==> src/rtl/decoder_stage_controller.sv <==
// decoder_stage_controller: broadcasts the union-find stage and iterates GROW/MERGE until no odd cluster remains.
// Define DECODER_STAGE_STATS_EN to add the round_cycles latency output.
module decoder_stage_controller #(
    parameter int PE_COUNT         = 64,
    parameter int STAGE_WIDTH      = 3,
    parameter int MERGE_LATENCY    = 3,
    parameter int MAX_MERGE_CYCLES = 64,
    parameter int MAX_ITERATIONS   = 16,
    parameter int ITER_WIDTH       = 8
) (
    input  logic                   clk,
    input  logic                   reset,
    input  logic                   measurements_valid,
    output logic                   measurements_ready,
    input  logic [PE_COUNT-1:0]    busy_pe,
    input  logic [PE_COUNT-1:0]    odd_pe,
    output logic [STAGE_WIDTH-1:0] global_stage,
    output logic                   result_valid,
    input  logic                   result_ready,
    output logic [ITER_WIDTH-1:0]  iteration_count,
    output logic                   iteration_overflow,
    output logic                   merge_timeout
`ifdef DECODER_STAGE_STATS_EN
    ,
    output logic [15:0]            round_cycles
`endif
);
    localparam int CW = $clog2(MAX_MERGE_CYCLES + 1);

    typedef enum logic [2:0] {
        S_IDLE   = 3'd0,
        S_GROW   = 3'd1,
        S_MERGE  = 3'd2,
        S_PEEL   = 3'd3,
        S_LOAD   = 3'd5,
        S_RESULT = 3'd6
    } state_t;

    state_t                state_q;
    logic                  ready_q, rvalid_q, ovf_q, tmo_q, busy_or_q, odd_or_q;
    logic [ITER_WIDTH-1:0] iter_q;
    logic [CW-1:0]         cnt_q;
    logic                  accept;

    assign accept             = state_q == S_IDLE && ready_q && measurements_valid;
    assign global_stage       = STAGE_WIDTH'(state_q);
    assign measurements_ready = ready_q;
    assign result_valid       = rvalid_q;
    assign iteration_count    = iter_q;
    assign iteration_overflow = ovf_q;
    assign merge_timeout      = tmo_q;

    always_ff @(posedge clk or negedge reset) begin
        if (!reset) begin
            state_q   <= S_IDLE;
            ready_q   <= 1'b0;
            rvalid_q  <= 1'b0;
            ovf_q     <= 1'b0;
            tmo_q     <= 1'b0;
            busy_or_q <= 1'b0;
            odd_or_q  <= 1'b0;
            iter_q    <= '0;
            cnt_q     <= '0;
        end else begin
            busy_or_q <= |busy_pe;
            odd_or_q  <= |odd_pe;
            case (state_q)
                S_IDLE: begin
                    ready_q <= !accept;
                    if (accept) begin
                        state_q <= S_LOAD;
                        iter_q  <= '0;
                        ovf_q   <= 1'b0;
                        tmo_q   <= 1'b0;
                        cnt_q   <= '0;
                    end
                end
                S_LOAD: begin
                    cnt_q <= cnt_q + CW'(1);
                    if (cnt_q != '0) state_q <= S_GROW;
                end
                S_GROW: begin
                    if (iter_q != '1) iter_q <= iter_q + ITER_WIDTH'(1);
                    cnt_q   <= CW'(1);
                    state_q <= S_MERGE;
                end
                // busy is only trusted once the PE and OR-tree pipeline has refilled
                S_MERGE: begin
                    cnt_q <= cnt_q + CW'(1);
                    if (cnt_q > CW'(MERGE_LATENCY) && (!busy_or_q || cnt_q == CW'(MAX_MERGE_CYCLES))) begin
                        tmo_q <= tmo_q | busy_or_q;
                        cnt_q <= '0;
                        if (odd_or_q && iter_q < ITER_WIDTH'(MAX_ITERATIONS)) begin
                            state_q <= S_GROW;
                        end else begin
                            state_q <= S_PEEL;
                            ovf_q   <= odd_or_q;
                        end
                    end
                end
                S_PEEL: begin
                    cnt_q <= cnt_q + CW'(1);
                    if (cnt_q != '0) begin
                        state_q  <= S_RESULT;
                        rvalid_q <= 1'b1;
                    end
                end
                S_RESULT: begin
                    if (result_ready) begin
                        state_q  <= S_IDLE;
                        rvalid_q <= 1'b0;
                        ready_q  <= 1'b1;
                    end
                end
                default: begin
                    state_q  <= S_IDLE;
                    rvalid_q <= 1'b0;
                end
            endcase
        end
    end

`ifdef DECODER_STAGE_STATS_EN
    logic [15:0] cyc_q;

    always_ff @(posedge clk or negedge reset) begin
        if (!reset) cyc_q <= '0;
        else if (accept) cyc_q <= '0;
        else if (state_q inside {S_LOAD, S_GROW, S_MERGE, S_PEEL} && cyc_q != 16'hFFFF) cyc_q <= cyc_q + 16'd1;
    end

    assign round_cycles = cyc_q;
`endif
endmodule

==> config.mk <==
export PLATFORM = sky130hd
export DESIGN_NAME = decoder_stage_controller
export DESIGN_NICKNAME = d
export VERILOG_FILES = /design/src/rtl/decoder_stage_controller.sv
export SDC_FILE = /design/constraint.sdc
export NUM_CORES = 1
export LEC_CHECK = 0
export ABC_AREA = 1
export ABC_CLOCK_PERIOD_IN_PS = 3400
export CAP_MARGIN = 20
export CORE_ASPECT_RATIO = 1.1
export CORE_MARGIN = 5
export CORE_UTILIZATION = 62
export CTS_BUF_LIST = sky130_fd_sc_hd__clkbuf_16
export DETAILED_ROUTE_END_ITERATION = 6
export DONT_BUFFER_PORTS = 1
export GPL_TIMING_DRIVEN = 0
export PLACE_DENSITY = 0.78
export SYNTH_ARGS = -nofsm -noshare
export SYNTH_HDL_FRONTEND = slang
export SYNTH_SLANG_ARGS = --single-unit
==> constraint.sdc <==
create_clock -name clk -period 3.4 [get_ports clk]
set_input_delay 0.51 -clock clk [delete_from_list [all_inputs] [get_ports clk]]
set_output_delay 0.51 -clock clk [all_outputs]
set_load 0.005 [all_outputs]
Yosys cells after proc, flatten, opt, wreduce, memory -nomap -nowiden
Cells that the tools add are included.

Register bits after elaboration: 24. Word-level logic and storage cells: 77.

$add $sub $neg: 2. Magnitude comparators: 2. Eq/ne operators: 14. Mux-type cells: 24. Bitwise operators: 2. Reductions and logical operators: 24.

Operators with widths (count): 64-bit OR reduction (2); 7-bit case mux with 4 select lines (1); 3-bit case mux with 6 select lines (1); 8-bit 2-to-1 mux (2); 8-bit case mux with 2 select lines (1); 3-bit 2-to-1 mux (5); 7-bit 2-to-1 mux (2); 2-bit inequality test, second input constant (7); 3-bit AND reduction (3); 8-bit by 1-bit adder with 8-bit output, second input constant (1); 8-bit by 5-bit less-than comparator with 1-bit output, second input constant (1); 8-bit inequality test, second input constant (1); 7-bit by 1-bit adder with 7-bit output, second input constant (1); 7-bit == test, second input constant (1); 7-bit by 2-bit > comparator with 1-bit output, second input constant (1); 1-bit 2-to-1 mux (7); 7-bit nonzero test (1); 3-bit by 2-bit == test with 1-bit output, second input constant (2); 3-bit == test, second input constant (2); 1-bit case mux with 2 select lines (3); 2-bit nonzero test (3); 5-bit AND reduction (1); 1-bit logical AND (4); 2-bit AND reduction (2); 12 further kinds (13).

Depth between registers and ports, before layout
Gate-level depths: netlist of the first run.

Word-level depth: 5. Depth in mapped cells: 11. Mapped depth without buffers: 11.

Worst setup path after synthesis of the first run
OpenSTA, ideal clock, no wires.

Path kind: register to register. Start: reg cnt_q[0]. End: reg cnt_q[4]. Arrival: 1.293 ns. Required time: 3.280 ns. Path slack: 1.988 ns. Stages on the path, launching flop included: 9. Buffers on the path: 0. Clock period less this slack: 1.412 ns. Cells stage by stage: dfrtp_1 > ha_1 > nand3b_1 > nand3_1 > nand2_1 > nand2_4 > nand2_2 > nor2_4 > nor2_1.

Longest elaborated chain between the ends: 5. Elaborated cells on any way between the ends: 7. Those cells by class: add/sub (1); order compare (1); eq/ne (1); mux (2); reduce/logical (2).

RTL lines: from (decl) (RTL line 42) `logic [CW-1:0] cnt_q;`; from (signal assigned) (RTL line 79) `cnt_q <= cnt_q + CW'(1);`; from (signal assigned) (RTL line 89) `cnt_q <= cnt_q + CW'(1);`; from (signal assigned) (RTL line 102) `cnt_q <= cnt_q + CW'(1);`; parallel branches: the longest is 4 deep, another holds 7-bit by 2-bit > comparator with 1-bit output; 7-bit case mux with 4 select lines (*) (RTL line 67) `case (state_q)`.

Mark *: on every way between the ends. A chain may end at the register's enable or synchronous reset.

Worst setup path after layout of the first run
Same ends and word-level chain as after synthesis.

==> impl_metrics.tcl, run 1 <==
set metrics [dict create \
    route.detailed.drc 0 \
    finalNonFillerCells 298 \
    htreeDepth 1 \
    highest_layer "met4" \
    wl_met2_um 2490 \
    track_usage_pct 26.6 \
    period_needed_ps 1590 \
    irDropWorstVdd_mv 0.307 \
    ioPinCount 147 \
    worst_setup_path_start_kind "register" \
    max_stage_delay_ps 420 \
    cts_root_buffer "clkbuf_16" \
    avgRoutedWirePerCell_um 17.8 \
    crit_slowest_cell "dfrtp_1" \
    tns_ps 0 \
    syn_avg_cell_area_um2 7.06 \
    die-area_um2 4150 \
    crit_type "reg2reg" \
    slew_headroom_pct 70.7 \
    routed_wl_um 5320 \
    layout-drive-gt1-share_pct 12.5 \
    fin_crit_sh_pct 46.8 \
    core_area_um2 2800 \
    path_clk_slew_ps 60 \
    final_area_um2 1990 \
    synth_nets 395 \
    met1_length_um 2190 \
    worstPathArrival_ps 1740 \
    clock-skew-final_ps 1.26 \
    final_nets 402 \
    hold_class "in2reg" \
    drtIter0Drc 126 \
    crit_chain "ha_1 > nand3b_1 > nand3_1 > nand2_1 > nand2_4 > nand2_2 > nor2_4 > nor2_1" \
    cts.repair.resized 0 \
    grt_pass1_wl_um 8070 \
    syn-cell-area_um2 1840 \
    drt_pass1_iterations 4 \
    power_leakage_nw 0.917 \
    yosysWarnings 0 \
    power_density_nw_per_um2 284 \
    yosys.cell_types.count 28 \
    worstPathRequired_ps 3550 \
    cts.sinks 24 \
    die-height_um 67.1 \
    rows 20 \
    dp_hpwl_um 4620 \
    route.antenna.remaining_nets 0 \
    setup_violations 0 \
    via_count 1817 \
    clockBufferDepth 2 \
    clkLatencyLatePin_ps 260 \
    critical_path.endpoint_type "register" \
    antenna_found_initial 0 \
    placement.io_buffers 0 \
    p_total_w 0.000565 \
    globalRouteOverflowTotal 0 \
    viasPerCell 6.10 \
    netlist_instances 260 \
    syn_to_final_growth_pct 8.25 \
    fmax_mhz 629 \
    gp_congestion 0.900 \
    final_hold_viol_count 0 \
    die_w_um 61.9 \
    status "finished, final reports clean" \
    cp_max_fo 7 \
    yosysSeqAreaShare_pct 32.7 \
    worst_pin_slew_ps 440 \
    grt_setup_unrepaired "false" \
    grt_pass1_vias 1710 \
    yosys_register_bits 24 \
    slew_viol_final 0 \
    grt_max_degree 25 \
    cap_violations 0 \
    place_area_um2 1880 \
    cts_buffers 3 \
    tritoncts "yes" \
    antenna_cells 0 \
    start_util_pct 65.5 \
    wl_met3_um 592 \
    post-place-cells 293 \
]
-- synth_stat cells, drive strengths merged --
library cell	count	area [µm²]
inv	26	100
nor3	4	30.0
o21ai	10	53.8
nand3	19	113
dfrtp	24	601
ha	3	37.5
nand4	14	87.6
nor2	57	249
a21oi	2	10.0
o21a	1	7.51
nand2	64	293
xor2	8	70.1
nor4	16	100
o22ai	1	6.26
a31oi	1	6.26
nand3b	9	67.6
clkinv	1	3.75
-- flip-flops by register name, summed over array words and instances, names as in the netlist --
name	flops
iteration_count	8
cnt_q	7
global_stage	3
busy_or_q	1
iteration_overflow	1
measurements_ready	1
merge_timeout	1
odd_or_q	1
result_valid	1
-- cell type report --
class                   instances  area (µm²)
fillers                       243         816
multi-input cells             209        1130
flip-flops and latches         24         601
inverters                      27         104
repair buffers                  2        35.0
well taps                      33        41.3
clock buffers                   3        75.1
-- worst paths after layout --
check,startpoint,endpoint,slack (ps),depth (start not counted)
hold / removal,result_ready,measurements_ready,410,2
min in group asynchronous,reset,iteration_count[2],530,1
setup reg to reg,cnt_q[0],cnt_q[4],1810,8
setup / recovery,cnt_q[0],cnt_q[4],1810,8
max in group asynchronous,reset,global_stage[1],2460,2
hold reg to reg,iteration_overflow,iteration_overflow,530,2
-- layout by cell type (no fill, tap or decap), types with 2 or more instances in the layout --
master	netlist	final
nor2_1	51	51
nand2_1	51	51
dfrtp_1	24	24
inv_1	21	21
nand3_1	17	17
nor4_1	16	16
nand4_1	14	14
nand3b_1	9	9
nand2_2	9	9
xor2_1	8	8
o21ai_0	6	6
inv_2	4	4
nand2_4	4	4
nor2_4	4	4
clkbuf_16	0	4
o21ai_1	3	3
ha_1	3	3
nor2_2	2	2
a21oi_1	2	2
nor3_2	2	2
nor3_1	2	2
-- metrics by stage --
| stage | hold WS (ps) | worst slack (ps) | util, % |
|---|---|---|---|
| final | 406 | 1810 | 70.9 |
| after global routing | 404 | 1610 | 70.9 |
| after detailed placement | 215 | 1800 | 67.0 |
| after floorplan | 214 | 1990 | - |
| after CTS | 408 | 1760 | 70.0 |
| after global placement | 215 | 1840 | 67.0 |
-- logic make-up (layout without fill, tap and decap cells) --
family                   after synthesis  count (layout)  share of synthesized area [%]
buffers and inverters                 27              32                           5.66
AND/OR/NAND/NOR                      183             183                           51.2
AO/OA/AOI/OAI                         15              15                           4.57
XOR/XNOR                               8               8                           3.82
adder cells (fa/ha/maj)                3               3                           2.05
flip-flops                            24              24                           32.7
-- timing repair --
item                      4_1_cts  5_1_grt
hold endpoints to repair       24        0
hold buffers                    1        0
setup buffers                   0        0
-- routing by layer --
metal | vias up | track usage, %
met5 | - | 0
met3 | 7 | 8.14
met4 | 0 | 7.16
li1 | 879 | -
met2 | 103 | 39.1
met1 | 828 | 37.3
-- power by group --
group          total [W]  internal, W  switching, W
clock           0.000252     0.000156     0.0000964
sequential      0.000287     0.000286   0.000000787
combinational  0.0000262    0.0000118     0.0000144
-- critical path: cells and delay by family (launching register included) --
family | cells | cell delay [ps]
flops | 1 | 420
simple gates | 7 | 790
fa+ha+maj | 1 | 260
Power figures use the tool's default switching activity.
==> run 2, diff against run 1 <==
ABC_CLOCK_PERIOD_IN_PS = 1600   (was 3400)
clock period = 1.6 ns   (was 3.4 ns; I/O delays follow)
==> run 2 against run 1 <==
Effect of this change: total power up 110%; cell count rose by 2.0%; register-to-register slack lost 1800 ps; global-route usage hardly changed; combinational power up 110%; via count is 5.1% higher; utilization is 4.5 points higher; wire length is 7.3% higher; setup slack worse by 1800 ps; critical path depth rose by 1; sequential cell count is the same; count of clock-buffer cells in the layout stayed put; highest routed layer unchanged.
==> impl_metrics.tcl, run 2 (synthesis gave the netlist of run 1 again) <==
set metrics [dict create \
    status "finished, final reports clean" \
    track_usage_pct 26.6 \
    die-height_um 67.1 \
    worstPathRequired_ps 1790 \
    place_area_um2 1880 \
    r2r_start "iteration_count[1]" \
    power_density_nw_per_um2 569 \
    clkLatencyLatePin_ps 260 \
    rows 20 \
    grt.met3_usage_pct 8.14 \
    grt_use_met2_pct 39.1 \
    crit_type "reg2reg" \
    grt_pass1_wl_um 8060 \
    power_leakage_nw 0.944 \
    ioPinCount 147 \
    globalRouteOverflowTotal 0 \
    tritoncts "yes" \
    drtIter0Drc 143 \
    multiInputGateArea_um2 1200 \
    final_hold_viol_count 0 \
    grt.met1_usage_pct 37.2 \
    grt_pass1_vias 1710 \
    route.detailed.drc 0 \
    route.antenna.remaining_nets 0 \
    drt_pass1_iterations 4 \
    die_w_um 61.9 \
    cap_violations 0 \
    r2r-end "iteration_count[3]" \
    irDropWorstVdd_mv 0.654 \
    worst_setup_path_start_kind "register" \
    final_area_um2 2110 \
    clockBufferDepth 2 \
    worst_pin_slew_ps 438 \
    tns_ps 0 \
    reg2reg_slack_ps 30 \
    critical_path.endpoint_type "register" \
    avgRoutedWirePerCell_um 18.8 \
    core_area_um2 2800 \
    setup_violations 0 \
    antenna_cells 0 \
    startpoint "iteration_count[1]" \
    regArea_um2 603 \
    top_usage_layer "met2" \
    slew_viol_final 0 \
    viasPerCell 6.28 \
    final_nets 408 \
    layout_common_cells "nor2_1 (48), nand2_1 (46), dfrtp_1 (22)" \
    fmax_mhz 638 \
    path_clk_slew_ps 60 \
    slew_headroom_pct 70.8 \
    syn_to_final_growth_pct 15.1 \
    hold_class "in2reg" \
    post-place-cells 293 \
    placement.io_buffers 0 \
    cp_max_fo 6 \
    antenna_found_initial 0 \
    rr_worst_depth 9 \
    cts.sinks 24 \
    start_util_pct 65.5 \
    dp_hpwl_um 4620 \
    layout-drive-gt1-share_pct 21.0 \
    via_count 1909 \
    holdWs_ps 138 \
    clock-skew-final_ps 1.70 \
    worstPathArrival_ps 1760 \
    layout_commonest_cell "nor2_1" \
    routed_wl_um 5710 \
    fin_crit_sh_pct 98.0 \
    grt_max_degree 25 \
    p_total_w 0.00120 \
    largest_reg_flops 8 \
    grt_setup_unrepaired "true" \
    period_needed_ps 1570 \
    die-area_um2 4150 \
    crit_end "iteration_count[3]" \
    cts_root_buffer "clkbuf_16" \
    finalNonFillerCells 304 \
    nFillCells 213 \
    cts_buffers 3 \
    gp_congestion 0.900 \
    htreeDepth 1 \
]
run 2: worst min-delay path by stage:
stage / cells after the start / endpoint / slack, ps / startpoint
after floorplan: 0 / busy_or_q / -60 / reset
after detailed placement: 0 / iteration_count[1] / -60 / reset
after CTS: 2 / measurements_ready / 140 / result_ready
after global placement: 0 / iteration_count[1] / -60 / reset
after global routing: 2 / measurements_ready / 130 / result_ready
final: 2 / measurements_ready / 140 / result_ready
run 2: critical path, cell delays in order (launching register included):
cell     delay [ps]
dfrtp_1         430
ha_2            230
nand2_2          70
nor2_2          130
nand4_1         160
nand2_2         160
nand2_4          90
inv_4            90
nand2_1          50
nand2_1          90
run 2: where the power goes:
group / switching [W] / leakage [nW] / internal (W)
Sequential: 0.00000166 / 0.280 / 0.000608
Clock: 0.000205 / 0.0370 / 0.000331
Combinational: 0.0000308 / 0.627 / 0.0000251
run 2: final cells by class:
type / instances / share of cell area (%)
Clock buffer: 3 / 3.55
Sequential cell: 24 / 28.6
Inverter: 27 / 5.04
Multi-Input combinational cell: 209 / 56.8
Timing Repair Buffer: 8 / 4.15
Tap cell: 33 / 1.95
run 2: through the flow:
stage	util (%)	worst slack, ps
after floorplan	-	188
after global placement	67.0	35.9
after detailed placement	67.0	-4.98
after CTS	70.1	37.7
after global routing	75.4	-60.3
final	75.4	32.6
run 2: per-layer routing:
layer | share of wire, % | wire length, µm | up-vias
met5 | 0 | 0 | -
met4 | 1.9 | 110 | 0
met3 | 10 | 592 | 13
met2 | 47 | 2700 | 120
met1 | 40 | 2310 | 882
li1 | - | - | 894
run 2: repair_timing:
item,4_1_cts,5_1_grt
pin swaps,0,11
gates resized for setup,1,24
buffers inserted,0,6
setup endpoints to repair,1,17
hold buffers,1,0
hold endpoints to repair,24,0
==> run 3, diff against run 2 <==
PLACE_DENSITY = not set   (was 0.78)
PLACE_DENSITY_LB_ADDON = 0.08   (was not set)
==> run 3 against run 2 <==
Effect of this change: sequential share of layout area increased by 0.21 points; sequential power is essentially flat; critical path depth unchanged; worst hold slack got worse by 2.7 ps; largest cell class unchanged; sequential cell count unchanged; non-clock buffer count is the same; combinational power shrank 8.2%.
==> impl_metrics.tcl, run 3 (synthesis gave the netlist of run 1 again) <==
set metrics [dict create \
    status "finished, final reports clean" \
    hold_start "result_ready" \
    crit_chain "ha_2 > nand3b_1 > nand3_1 > nand2_2 > nand2_4 > buf_4 > nand2_2 > nand2_1 > nand2_1" \
    tns_ps 0 \
    antenna_cells 0 \
    irDropWorstVdd_mv 0.874 \
    nFillCells 220 \
    final_hold_viol_count 0 \
    rr_worst_depth 9 \
    die_w_um 61.9 \
    route.detailed.drc 0 \
    critical_path.endpoint_type "register" \
    drt_pass1_iterations 6 \
    clock-skew-final_ps 4.54 \
    p_comb_share_pct 3.8 \
    hold_end "measurements_ready" \
    worstPathArrival_ps 1690 \
    antenna_found_initial 0 \
    cts.sinks 24 \
    power_leakage_nw 0.945 \
    final_area_um2 2100 \
    slew_headroom_pct 60.4 \
    holdWs_ps 135 \
    viasPerCell 6.16 \
    die-area_um2 4150 \
    htreeDepth 1 \
    path_depth 9 \
    grt.met1_usage_pct 35.7 \
    final_nets 408 \
    grt_pass1_wl_um 7790 \
    fin_crit_sh_pct 97.0 \
    grt_max_degree 25 \
    slew_viol_final 0 \
    globalRouteOverflowTotal 0 \
    reg2reg_slack_ps 50 \
    grt_use_met2_pct 39.0 \
    min_path_cells 2 \
    syn_to_final_growth_pct 14.5 \
    layout-drive-gt1-share_pct 20.2 \
    multiInputGateArea_um2 1170 \
    start_util_pct 65.5 \
    crit_type "reg2reg" \
    sw_frac_of_total_pct 17.6 \
    ioPinCount 147 \
    routed_wl_um 5550 \
    switching_power_w 0.000241 \
    setup_violations 0 \
    via_count 1879 \
    gp_congestion 0.890 \
    drtIter0Drc 96 \
    largest_reg_flops 8 \
    clockBufferDepth 2 \
    clockPowerShare_pct 51.7 \
    p_seq_share_pct 44.5 \
    layout_commonest_cell "nor2_1" \
    r2r-end "global_stage[1]" \
    core_area_um2 2800 \
    track_usage_pct 25.3 \
    worst_pin_slew_ps 593 \
    grt_pass1_vias 1663 \
    power_density_nw_per_um2 652 \
    die-height_um 67.1 \
    worstPathRequired_ps 1740 \
    cts_buffers 3 \
    p_int_w 0.00113 \
    hold_class "in2reg" \
    max_stage_delay_ps 440 \
    path_clk_slew_ps 60 \
    tritoncts "yes" \
    cp_max_fo 5 \
    layout_common_cells "nor2_1 (50), nand2_1 (47), dfrtp_1 (21)" \
    fmax_mhz 645 \
    grt.met3_usage_pct 5.43 \
    regArea_um2 604 \
    avgRoutedWirePerCell_um 18.2 \
    path_buf_inv 1 \
    rows 20 \
    place_area_um2 1880 \
    route.antenna.remaining_nets 0 \
    crit_slowest_cell "dfrtp_1" \
    worst_setup_path_start_kind "register" \
    path_delay_family "simple AND/OR/NAND/NOR gates" \
    fin_util_pct 75.0 \
    placement.io_buffers 0 \
    period_needed_ps 1550 \
    dp_hpwl_um 4460 \
    cts_root_buffer "clkbuf_16" \
    top_usage_layer "met2" \
    cap_violations 0 \
    clkLatencyLatePin_ps 260 \
    r2r_start "cnt_q[0]" \
]
-- run 3: cell types whose count changed in the layout (fill, tap and decap cells not counted), sizes merged --
| cell | previous run | this run |
|---|---|---|
| clkbuf | 4 | 3 |
| bufinv | 0 | 1 |
| buf | 6 | 7 |
-- run 3: routing by layer --
metal	vias up	part of all wire (%)
li1	897	-
met1	902	42
met2	74	51
met3	6	7.2
met4	0	0.69
met5	-	0
-- run 3: metrics by stage --
step / total power (W) / std cells / setup WS (ps)
after global placement: 0.000654 / 293 / 34.3
after floorplan: 0.000651 / 260 / 188
after CTS: 0.00137 / 298 / 2.96
after detailed placement: 0.000655 / 293 / 25.4
after global routing: 0.00141 / 305 / -54.9
final: 0.00137 / 305 / 48.7
-- run 3: layout make-up --
type	count	share of cell area, %
Multi-Input combinational cell	209	55.7
Sequential cell	24	28.8
Inverter	27	5.18
Clock buffer	3	3.57
Timing Repair Buffer	8	3.34
Tap cell	33	1.97
Clock inverter	1	1.43
-- run 3: worst max-delay path by stage --
stage / from / end / slack [ps]
global route: iteration_count[1] / iteration_count[0] / -50
detailed placement: cnt_q[0] / cnt_q[1] / 30
global placement: cnt_q[0] / cnt_q[3] / 30
CTS: cnt_q[0] / cnt_q[3] / 3
finish: cnt_q[0] / global_stage[1] / 50
floorplan: cnt_q[0] / cnt_q[4] / 190
-- run 3: what timing repair did --
action | 4_1_cts | 5_1_grt
hold endpoints to repair | 24 | 0
buffers inserted | 0 | 6
hold buffers | 1 | 0
endpoints found under the setup margin | 2 | 16
pin swaps | 0 | 12
resized for setup | 1 | 18
-- run 3: power groups by stage --
stage / Sequential, W / Combinational [W] / Clock (W)
3_5_place_dp: 0.000621 / 0.0000344 / 0
2_1_floorplan: 0.000621 / 0.0000301 / 0
3_3_place_gp: 0.000621 / 0.0000331 / 0
5_1_grt: 0.000609 / 0.0000615 / 0.000738
4_1_cts: 0.000609 / 0.0000483 / 0.000711
6_report: 0.000609 / 0.0000513 / 0.000708
